**src/rtl/priority_encoder_rr.sv**
```systemverilog
// Registered priority encoder with runtime-selectable fixed or round-robin arbitration.
// The result (code, one-hot grant, multi-request flag) sits in an output register behind a valid/ready handshake.
module priority_encoder_rr #(
    parameter int N     = 8,
    parameter int IDX_W = 3
) (
    input  logic             clk,
    input  logic             rst,
    input  logic [N-1:0]     req,
    input  logic             mode,
    input  logic             code_ready,
    output logic             code_valid,
    output logic [IDX_W-1:0] code,
    output logic [N-1:0]     grant,
    output logic             multi
);

    logic             r_valid;
    logic [IDX_W-1:0] r_code;
    logic [N-1:0]     r_grant;
    logic             r_multi;
    logic [IDX_W-1:0] r_ptr;

    logic             w_accept;
    logic             w_loadEn;
    logic [IDX_W-1:0] w_nextIdx;
    logic [IDX_W-1:0] w_start;
    logic             w_hit;
    logic [IDX_W-1:0] w_sel;
    logic             w_multi;

    assign w_accept  = r_valid & code_ready;
    assign w_loadEn  = ~r_valid | w_accept;
    // Explicit wrap so non-power-of-two N never produces an out-of-range index.
    assign w_nextIdx = (r_code == IDX_W'(N - 1)) ? '0 : r_code + IDX_W'(1);
    assign w_start   = w_accept ? w_nextIdx : r_ptr;
    assign w_multi   = (req & (req - N'(1))) != '0;

    // Search from w_start (round-robin) or from 0 (fixed); first hit wins.
    always_comb begin
        int idx;
        logic [IDX_W-1:0] cand;
        w_hit = 1'b0;
        w_sel = '0;
        idx   = 0;
        cand  = '0;
        for (int k = 0; k < N; k++) begin
            if (mode) begin
                idx = int'(w_start) + k;
                if (idx >= N) begin
                    idx = idx - N;
                end
            end else begin
                idx = k;
            end
            cand = IDX_W'(idx);
            if (!w_hit && req[cand]) begin
                w_hit = 1'b1;
                w_sel = cand;
            end
        end
    end

    always_ff @(posedge clk or posedge rst) begin
        if (rst) begin
            r_valid <= 1'b0;
            r_code  <= '0;
            r_grant <= '0;
            r_multi <= 1'b0;
            r_ptr   <= '0;
        end else begin
            if (w_accept) begin
                r_ptr <= w_nextIdx;
            end
            if (w_loadEn) begin
                if (w_hit) begin
                    r_valid <= 1'b1;
                    r_code  <= w_sel;
                    r_grant <= N'(1) << w_sel;
                    r_multi <= w_multi;
                end else begin
                    r_valid <= 1'b0;
                    r_code  <= '0;
                    r_grant <= '0;
                    r_multi <= 1'b0;
                end
            end
        end
    end

    assign code_valid = r_valid;
    assign code       = r_code;
    assign grant      = r_grant;
    assign multi      = r_multi;

endmodule

```
**config.mk**
```make
export PLATFORM = sky130hd
export DESIGN_NAME = priority_encoder_rr
export DESIGN_NICKNAME = d
export VERILOG_FILES = /design/src/rtl/priority_encoder_rr.sv
export SDC_FILE = /design/constraint.sdc
export NUM_CORES = 1
export LEC_CHECK = 0
export ABC_CLOCK_PERIOD_IN_PS = 4100
export CORE_MARGIN = 5
export CORE_UTILIZATION = 40
export CTS_BUF_LIST = sky130_fd_sc_hd__clkbuf_2
export DETAILED_ROUTE_END_ITERATION = 16
export REMOVE_ABC_BUFFERS = 1
export SLEW_MARGIN = 20
export SYNTH_ARGS = -nofsm -noshare
export SYNTH_HDL_FRONTEND = slang
export SYNTH_SLANG_ARGS = --single-unit
```
**constraint.sdc**
```tcl
create_clock -name clk -period 4.1 [get_ports clk]
set_clock_uncertainty 0.1 [all_clocks]
set_input_delay 1.23 -clock clk [delete_from_list [all_inputs] [get_ports clk]]
set_output_delay 1.23 -clock clk [all_outputs]
set_load 0.01 [all_outputs]
```
; After elaboration in Yosys (flattened, before gate mapping)
; Cells that the tools add are included.
[totals]
word_cells = 113
inputBits = 12
output_inout_bits = 13
register_bits = 16
[op_classes]
bitwise_logic = 4
n_shift = 1
reduce_logical = 15
n_mux = 54
eq_ne = 1
n_lt_le_gt_ge = 16
add_sub_neg = 17
[ops]
columns = op, n
row1 = $mux 3, 27
row2 = $lt 3x4->1 const B, 8
row3 = $ge 4x4->1 const B, 7
row4 = $bmux 1 s3, 8
row5 = $sub 3x1->3 const B, 8
row6 = $mux 1, 18
row7 = $add 3x3->4 const B, 4
row8 = $add 3x2->4 const B, 2
row9 = $and 8x8->8, 1
row10 = $mux 8, 1
row11 = $reduce_bool 8->1, 1
row12 = $shl 1x3->8 const A, 1
row13 = $sub 8x1->8 const B, 1
row14 = $logic_and 1x1->1, 7
row15 = $logic_not 1->1, 7
row16 = $add 3x1->4 const B, 1
row17 = $ge 3x4->1 const B, 1
row18 = $add 3x1->3 const B, 1
row19 = $eq 3x3->1 const B, 1
row20 = $and 1x1->1, 1
row21 = $not 1->1, 1
row22 = $or 1x1->1, 1

; Logic depth before layout (Yosys ltp)
; Gate-level depths: netlist of the first run.
[logic_depth]
word_depth = 32
ltp_mapped = 15
mapped_depth_nobuf = 15

; Least setup slack after synthesis of the first run
; No wires, ideal clock.
[synth_path]
path_type = in2reg
from = in code_ready
to = reg r_grant[0] (netlist: grant[0])
required_time_ns = 3.878
stages = 11
setup_slack_ns = -0.437
setup_time_ns = 0.122
arrival_time_ns = 4.316
n_path_buf = 0
cell_sequence = and4b_1 nor2_1 ha_1 nand2_1 mux4_2 mux2_4 or3b_4 or3_4 o221ai_2 a211oi_2 a32o_1
[synth_via]
elab_chain_len = 31
elab_cells_between_ends = 90
classes_between = add/sub (15) / order compare (8) / shift (1) / mux (50) / bitwise (2) / reduce/logical (14)
[synth_lines]
columns = item, line_no
row1 = from (decl), 11  ; input logic code_ready,
row2 = $and 1x1->1 *, 32  ; assign w_accept = r_valid & code_ready;
row3 = "parallel branches: the longest is 30 deep, another holds $add 3x1->4", -
row4 = to (signal assigned), 79  ; r_grant <= N'(1) << w_sel;
row5 = to (decl), 20  ; logic [N-1:0] r_grant;
; Mark *: on every way between the ends. The select of a mux whose other input is x is not followed.
; A chain may end at the register's enable or synchronous reset.

; Worst setup path after layout of the first run
[layout_path]
from = in code_ready
to = reg r_grant[0] (netlist: grant[0])
[layout_via]
elab_chain_len = 31
elab_cells_between_ends = 90
classes_between = add/sub (15) / order compare (8) / shift (1) / mux (50) / bitwise (2) / reduce/logical (14)
[layout_lines]
columns = item, line_no
row1 = $and 1x1->1 *, 32
row2 = $mux 3 *, -
row3 = net w_start[1], 27  ; logic [IDX_W-1:0] w_start;
row4 = "parallel branches: the longest is 28 deep, another holds $add 3x1->4", -
row5 = $mux 8 *, 76  ; if (w_hit) begin
; Mark *: on every way through the listed nets, which the timed path passes. The select of a mux whose other input is x is not followed.

==> results.md, run 1 <==
| Metric | This run |
| --- | --- |
| Vias in the first global route | 1861 |
| Portion of netlist area occupied by mux cells | 22.3% |
| Slew @ Worst Pin | 0.975 ns |
| Dominant synthesized flop cell | dfrtp_1 |
| RR Startpoint | code[1]$_DFFE_PP0P_ |
| Layout Cell Area excl Fill | 2490 um2 |
| Simple-Gate Fraction of Synth Area | 23.9% |
| Leak pwr | 1.12 nW |
| Final hold violation count | 0 |
| Nets | 277 |
| Status | finished clean |
| CTS buffer count | 3 |
| Total area of multi-input combinational cells | 1350 um2 |
| Pwr per Cell Area | 611 nW/um2 |
| Global-route congestion overflow total | 0 |
| Site Rows | 23 |
| Most area-consuming cells after synthesis | dfrtp_1 (23%), mux2i_1 (12%), mux4_2 (7.8%) |
| Filler cells | 357 |
| Antenna diode count | 0 |
| Routed vias | 1790 |
| Synth Register Bits | 16 |
| Clock tree from TritonCTS | yes |
| Worst ir drop on vdd | 0.197 mV |
| Area used by sequential logic in the layout | 400 um2 |
| Post-synthesis share of cell area spent on full adders, half adders and majority gates | 3.49% |
| Required time of the worst setup path | 4.18 ns |
| Synth Area in XOR/XNOR | 1.02% |
| Area growth syn-to-layout | 44.8% |
| Number of synthesized flops with an enable pin | 0 |
| Synth Area per Inst | 9.36 um2 |
| Share of post-route cells with drive strength above 1 | 34.2% |
| Drt initial violations | 116 |
| Final wirelength | 5100 um |
| Max-Slew Margin vs Limit | 34.9% |
| Final setup vio count | 0 |
| Die area | 5720 um2 |
| Post-route ant nets | 0 |
| Count of input and output buffers | 24 |
| Share of the synthesized area in compound gates (AO/OA/AOI/OAI) | 23.9% |
| Half-perimeter wire length of the detailed placement result | 4220 um |
| Post-synth ARST share | 100% |
| Ys Warns | 0 |
| Cells after DPL | 304 |
| Library cell with the largest summed area after synthesis | dfrtp_1 |
| CTS Root Buffer Type | clkbuf_2 |
| Portion of synthesized cell area occupied by the leading cell type | 23.3% |
| Maximum number of buffers from clock root to sink | 2 |
| Tcrit/Tclk final | 97.8% |
| Final GP Congestion | 0.919 |
| Final Max Tran Viols | 0 |
| Final critical delay including setup and external delays | 4.01 ns |
| Total DRC errors in the routed layout | 0 |
| Y dimension of the die | 75.6 um |
| Number of non-filler instances in the completed layout | 310 |
| Number of standard cells after synthesis | 184 |
| Clock latency reported for the late side of the worst-skew pair | 0.29 ns |
| Worst setup path category | input port to register |
| Sink Count | 16 |
| Worst setup path startpoint | code_ready |
| Worst Path Arrival | 4.09 ns |
| Average routed wire per standard cell | 16.5 um |
| Sequential area share after synthesis | 23.3% |
| TritonRoute pass-1 iters | 5 |
| Clock input transition at the sequential cells of the worst setup and hold paths | 0.16 ns |
| Combinational family with the most area after synthesis | simple AND/OR/NAND/NOR gates |
| Dpl cell area | 2390 um2 |
| Distinct cell type count of the synthesized netlist | 62 |
| Kind of start point of the critical path | input port |
| Antenna violations before repair | 0 |
| Total standard cell area after synthesis | 1720 um2 |
| Hold WC Path Type | register to register |
| Critical path peak fanout | 7 |
| Fmax | 249 MHz |
| Initial standard-cell utilization of the core | 42.1% |
| Floorplan die width | 75.6 um |
| Largest net degree at the start of global routing | 17 |
| Sort of element at the end of the critical path | register |
| Placeable core area | 4090 um2 |
| Launch point of the worst hold path | grant[5]$_DFFE_PP0P_ |
| Number of primary I/O pins | 25 |
| Number of H-tree levels | 1 |
| Max-cap check violation count | 0 |
| Wire length of the first global-routing pass | 8710 um |
| Total routing usage reported by global routing | 19.6% |
| DR vias/cell | 5.77 |
-- cells by family (layout without fill, tap and decap cells) --
logic type	count (synthesis)	after routing
multiplexers	30	30
buffers and inverters	9	85
XOR/XNOR	2	2
AO/OA/AOI/OAI	49	49
flip-flops	16	16
AND/OR/NAND/NOR	73	73
adder cells (fa/ha/maj)	5	5
-- synth_stat cells, drive strengths merged, types with 3 or more instances --
library cell / count
a211oi: 3
a21boi: 3
a21o: 3
a32o: 4
clkbuf: 4
dfrtp: 16
ha: 4
inv: 3
mux2: 4
mux2i: 20
mux4: 6
nand2: 17
nand2b: 8
nand4: 6
nor2: 14
nor2b: 5
nor3: 4
o211ai: 3
o21a: 3
o21ai: 9
o31ai: 4
or3: 4
-- final cells by class --
class,instances,area share (%)
timing repair buffer,78,26.0
sequential,16,16.1
clock buffer,3,0.602
multi-input combinational,159,54.2
clock inverter,1,0.151
inverter,3,0.452
tap,50,2.51
-- flip-flops by register name, indices dropped and copies added (netlist names) --
signal,cells
code,3
code_valid,1
grant,8
multi,1
r_ptr,3
-- cells in the final DEF, fill, tap and decap left out, types with 3 or more instances in the layout --
cell	count
a32o_1	4
mux4_2	6
nand2b_1	8
a21o_1	3
nand2_1	16
inv_1	3
ha_1	3
mux2i_1	18
dfrtp_1	16
nor2b_1	5
clkbuf_2	3
o31ai_1	4
nor2_1	13
o211ai_1	3
buf_4	54
o21ai_0	5
nor3_1	3
clkdlybuf4s50_1	22
nand4_1	6
-- what timing repair did --
action,4_1_cts,5_1_grt
endpoints found under the setup margin,13,12
buffers inserted,0,2
resized for setup,8,15
hold buffers,0,0
pin swaps,0,5
-- layer usage --
layer / GRT usage, % / routed length (um) / vias up
met5: 0 / 0 / -
met4: 6.99 / 89 / 0
met3: 2.51 / 182 / 10
met2: 33.4 / 2580 / 41
met1: 25.5 / 2250 / 867
li1: - / - / 872
-- through the flow --
stage               power [mW]  setup TNS [ns]  setup slack, ns  hold slack (ns)  util (%)
floorplan                0.889           -3.72           -0.437            0.417         -
global placement          1.35           -8.63           -0.759            0.365      58.5
detailed placement        1.38          -10.05           -0.880            0.369      58.5
CTS                       1.47               0           0.0106            0.408      59.2
global route              1.65         -0.0309         -0.00831            0.435      61.0
finish                    1.52               0           0.0903            0.403      61.0
-- critical path: stages --
cell and delay, ns:
buf_6 0.10, and4b_1 0.22, nor2_2 0.06, buf_4 0.16, inv_1 0.08, ha_2 0.18
nand2_1 0.06, or3_4 0.34, a21o_1 0.19, nand4_1 0.11, or3b_4 0.41, or3_4 0.37
o221ai_4 0.25, a211oi_4 0.07, a32o_1 0.26
-- worst paths after layout --
check / endpoint / slack [ns] / cells after the start
setup / recovery: grant[0]$_DFFE_PP0P_ / 0.09 / 15
setup reg to reg: grant[0]$_DFFE_PP0P_ / 0.21 / 13
min in group asynchronous: code[1]$_DFFE_PP0P_ / 1.18 / 2
max in group asynchronous: r_ptr[2]$_DFF_PP0_ / 2.31 / 2
hold / removal: grant[5]$_DFFE_PP0P_ / 0.40 / 2
hold reg to reg: grant[5]$_DFFE_PP0P_ / 0.40 / 2
-- report_power, final --
| part | switching [mW] | total [mW] | internal, mW |
|---|---|---|---|
| Combinational | 0.574 | 1.21 | 0.634 |
| Clock | 0.0495 | 0.0707 | 0.0212 |
| Sequential | 0.0346 | 0.246 | 0.211 |
(Power assumes the default switching activity.)
==> inputs of run 2 (changes only) <==
--- a/config.mk
+++ b/config.mk
@@ -8,7 +8,8 @@
 export ABC_CLOCK_PERIOD_IN_PS = 4100
 export CORE_MARGIN = 5
-export CORE_UTILIZATION = 40
+export CORE_UTILIZATION = 45
 export CTS_BUF_LIST = sky130_fd_sc_hd__clkbuf_2
 export DETAILED_ROUTE_END_ITERATION = 16
+export PLACE_DENSITY = 0.71
 export REMOVE_ABC_BUFFERS = 1
 export SLEW_MARGIN = 20
==> constraint.sdc (replaced) <==
create_clock -name clk -period 4.1 [get_ports clk]
set_clock_uncertainty 0.1 [all_clocks]
set_input_delay 0.41 -clock clk [delete_from_list [all_inputs] [get_ports clk]]
set_output_delay 0.41 -clock clk [all_outputs]
set_load 0.01 [all_outputs]
==> run 2 against run 1 <==
Net effect:
- routed wire length is 8.7% lower
- die area is 9.7% lower
- total power is 11% lower
- flip-flop and latch count stayed put
- worst setup slack better by 0.039 ns
- hold slack worse by 0.026 ns
- sequential power hardly changed
- final cell count is 12% lower
- register-to-register slack worse by 0.08 ns
- critical path type is now register to register
==> results.md, run 2 (synthesis results as in run 1) <==
| Metric | This run |
| --- | --- |
| Final Max Tran Viols | 0 |
| Proportion of power drawn by the clock network | 5.2% |
| Max-Slew Margin vs Limit | 59.1% |
| Placeable core area | 3690 um2 |
| Most frequent standard cell in the layout excluding fill and tap cells | clkdlybuf4s50_1 |
| Length in cells of the worst reg-to-reg path | 13 |
| Initial standard-cell utilization of the core | 46.7% |
| CTS buffer count | 3 |
| Worst reg2reg endpoint | grant[0]$_DFFE_PP0P_ |
| Antenna diode count | 0 |
| Sink Count | 16 |
| Setup repair after global routing missed its margin | yes |
| Leak pwr | 0.948 nW |
| Share of post-route cells with drive strength above 1 | 21.3% |
| Slew @ Worst Pin | 0.614 ns |
| Total negative slack for setup checks | 0 ns |
| Vias in the first global route | 1703 |
| Worst path setup slack after routing | 0.129 ns |
| Logic gate share of total power | 76.9% |
| CTS Root Buffer Type | clkbuf_2 |
| Final critical delay including setup and external delays | 3.97 ns |
| Cells after DPL | 268 |
| Clock latency reported for the late side of the worst-skew pair | 0.28 ns |
| Worst setup path category | register to register |
| Worst ir drop on vdd | 0.205 mV |
| Hold WC Path Type | input port to async pin |
| DR vias/cell | 6.29 |
| Number of H-tree levels | 1 |
| R2R Setup Slk | 0.13 ns |
| Total routing usage reported by global routing | 18.4% |
| Critical path peak fanout | 6 |
| Drt initial violations | 139 |
| Internal power | 734 uW |
| Final GP Congestion | 0.899 |
| Antenna violations before repair | 0 |
| Total DRC errors in the routed layout | 0 |
| Fraction of power consumed by sequential logic | 17.9% |
| Fmax | 252 MHz |
| Largest net degree at the start of global routing | 17 |
| Pwr per Cell Area | 619 nW/um2 |
| Area growth syn-to-layout | 27.7% |
| Global-route congestion overflow total | 0 |
| Pwr Total | 1.36 mW |
| Routed vias | 1716 |
| Floorplan die width | 71.9 um |
| CTS Hold Bufs | 0 |
| Required time of the worst setup path | 4.18 ns |
| Clock input transition at the sequential cells of the worst setup and hold paths | 0.15 ns |
| RR Startpoint | code[0]$_DFFE_PP0P_ |
| Count of input and output buffers | 24 |
| Half-perimeter wire length of the detailed placement result | 3620 um |
| Setup slack after placement | -0.0676 ns |
| Worst Path Arrival | 4.06 ns |
| Die area | 5160 um2 |
| Y dimension of the die | 71.9 um |
| Number of primary I/O pins | 25 |
| Filler cells | 345 |
| Max-cap check violation count | 0 |
| Clock tree from TritonCTS | yes |
| Final setup vio count | 0 |
| Final wirelength | 4660 um |
| Core Util, Final | 59.6% |
| Wire length of the first global-routing pass | 7760 um |
| Layout Cell Area excl Fill | 2200 um2 |
| Nets | 242 |
| Tcrit/Tclk final | 96.9% |
| Sort of element at the end of the critical path | register |
| Switching share of power | 46.1% |
| Kind of start point of the critical path | register |
| TritonRoute pass-1 iters | 4 |
| Commonest cells after routing, fill and taps aside | clkdlybuf4s50_1 (24), mux2i_1 (20), buf_4 (19) |
| Net switching power of the design | 628 uW |
| Average routed wire per standard cell | 17.1 um |
| Flip-flop count of the largest register after layout | 8 |
| Site Rows | 22 |
| Final hold violation count | 0 |
| Dpl cell area | 2130 um2 |
| Final hold slack | 0.377 ns |
| Number of non-filler instances in the completed layout | 273 |
| Post-route ant nets | 0 |
| Maximum number of buffers from clock root to sink | 2 |
| Status | finished clean |
run 2: cell count changes in the layout (fill, tap and decap cells not counted), moves of 2 or more:
cell / before / now
buf_4: 54 / 19
clkdlybuf4s50_1: 22 / 24
o31ai_2: 0 / 2
mux2i_2: 2 / 0
o31ai_1: 4 / 2
mux2i_1: 18 / 20
run 2: how the worst max path moves through the flow:
| stage | start | to | slack, ns | cells past startpoint |
|---|---|---|---|---|
| after floorplan | code[0]$_DFFE_PP0P_ | grant[0]$_DFFE_PP0P_ | 0.03 | 13 |
| after global placement | code_ready | grant[0]$_DFFE_PP0P_ | 0.05 | 12 |
| after detailed placement | code_ready | grant[0]$_DFFE_PP0P_ | -0.07 | 12 |
| after CTS | code[0]$_DFFE_PP0P_ | grant[0]$_DFFE_PP0P_ | 0.009 | 13 |
| after global routing | code[0]$_DFFE_PP0P_ | grant[5]$_DFFE_PP0P_ | -0.04 | 17 |
| final | code[0]$_DFFE_PP0P_ | grant[0]$_DFFE_PP0P_ | 0.13 | 13 |
run 2: metal layers:
metal / global-route usage, % / vias to the layer above / wire [um]
li1: - / 809 / -
met1: 22.3 / 833 / 1800
met2: 34.2 / 68 / 2450
met3: 1.68 / 6 / 331
met4: 5.22 / 0 / 72
met5: 0 / - / 0
run 2: repair_timing:
item / CTS / global route
gates resized for setup: 0 / 7
setup buffers: 0 / 1
endpoints found under the setup margin: 0 / 8
run 2: power groups by stage:
stage          Clock, mW  Combinational, mW  Sequential [mW]
3_3_place_gp           0              0.967            0.246
4_1_cts           0.0727              0.996            0.246
5_1_grt           0.0765               1.14            0.251
6_report          0.0702               1.05            0.244
2_1_floorplan          0              0.627            0.262
3_5_place_dp           0              0.992            0.250
run 2: area by class of cell:
cell class              instances  area [um2]  share of cell area [%]
well taps                      48        60.1                    2.73
clock buffers                   3        15.0                   0.683
repair buffers                 43         383                    17.4
flip-flops and latches         16         400                    18.2
inverters                       3        11.3                   0.512
multi-input cells             159        1330                    60.3
clock inverters                 1        3.75                   0.171
run 2: worst max-delay path: stages, from the launching register on:
cell      delay [ns]
dfrtp_1         0.44
ha_1            0.21
ha_1            0.21
and4bb_4        0.34
nor2_1          0.06
ha_1            0.35
nand2_4         0.13
mux4_2          0.34
mux2_4          0.29
or3b_4          0.44
or3_4           0.41
o221ai_4        0.19
a211oi_2        0.10
a32o_1          0.26
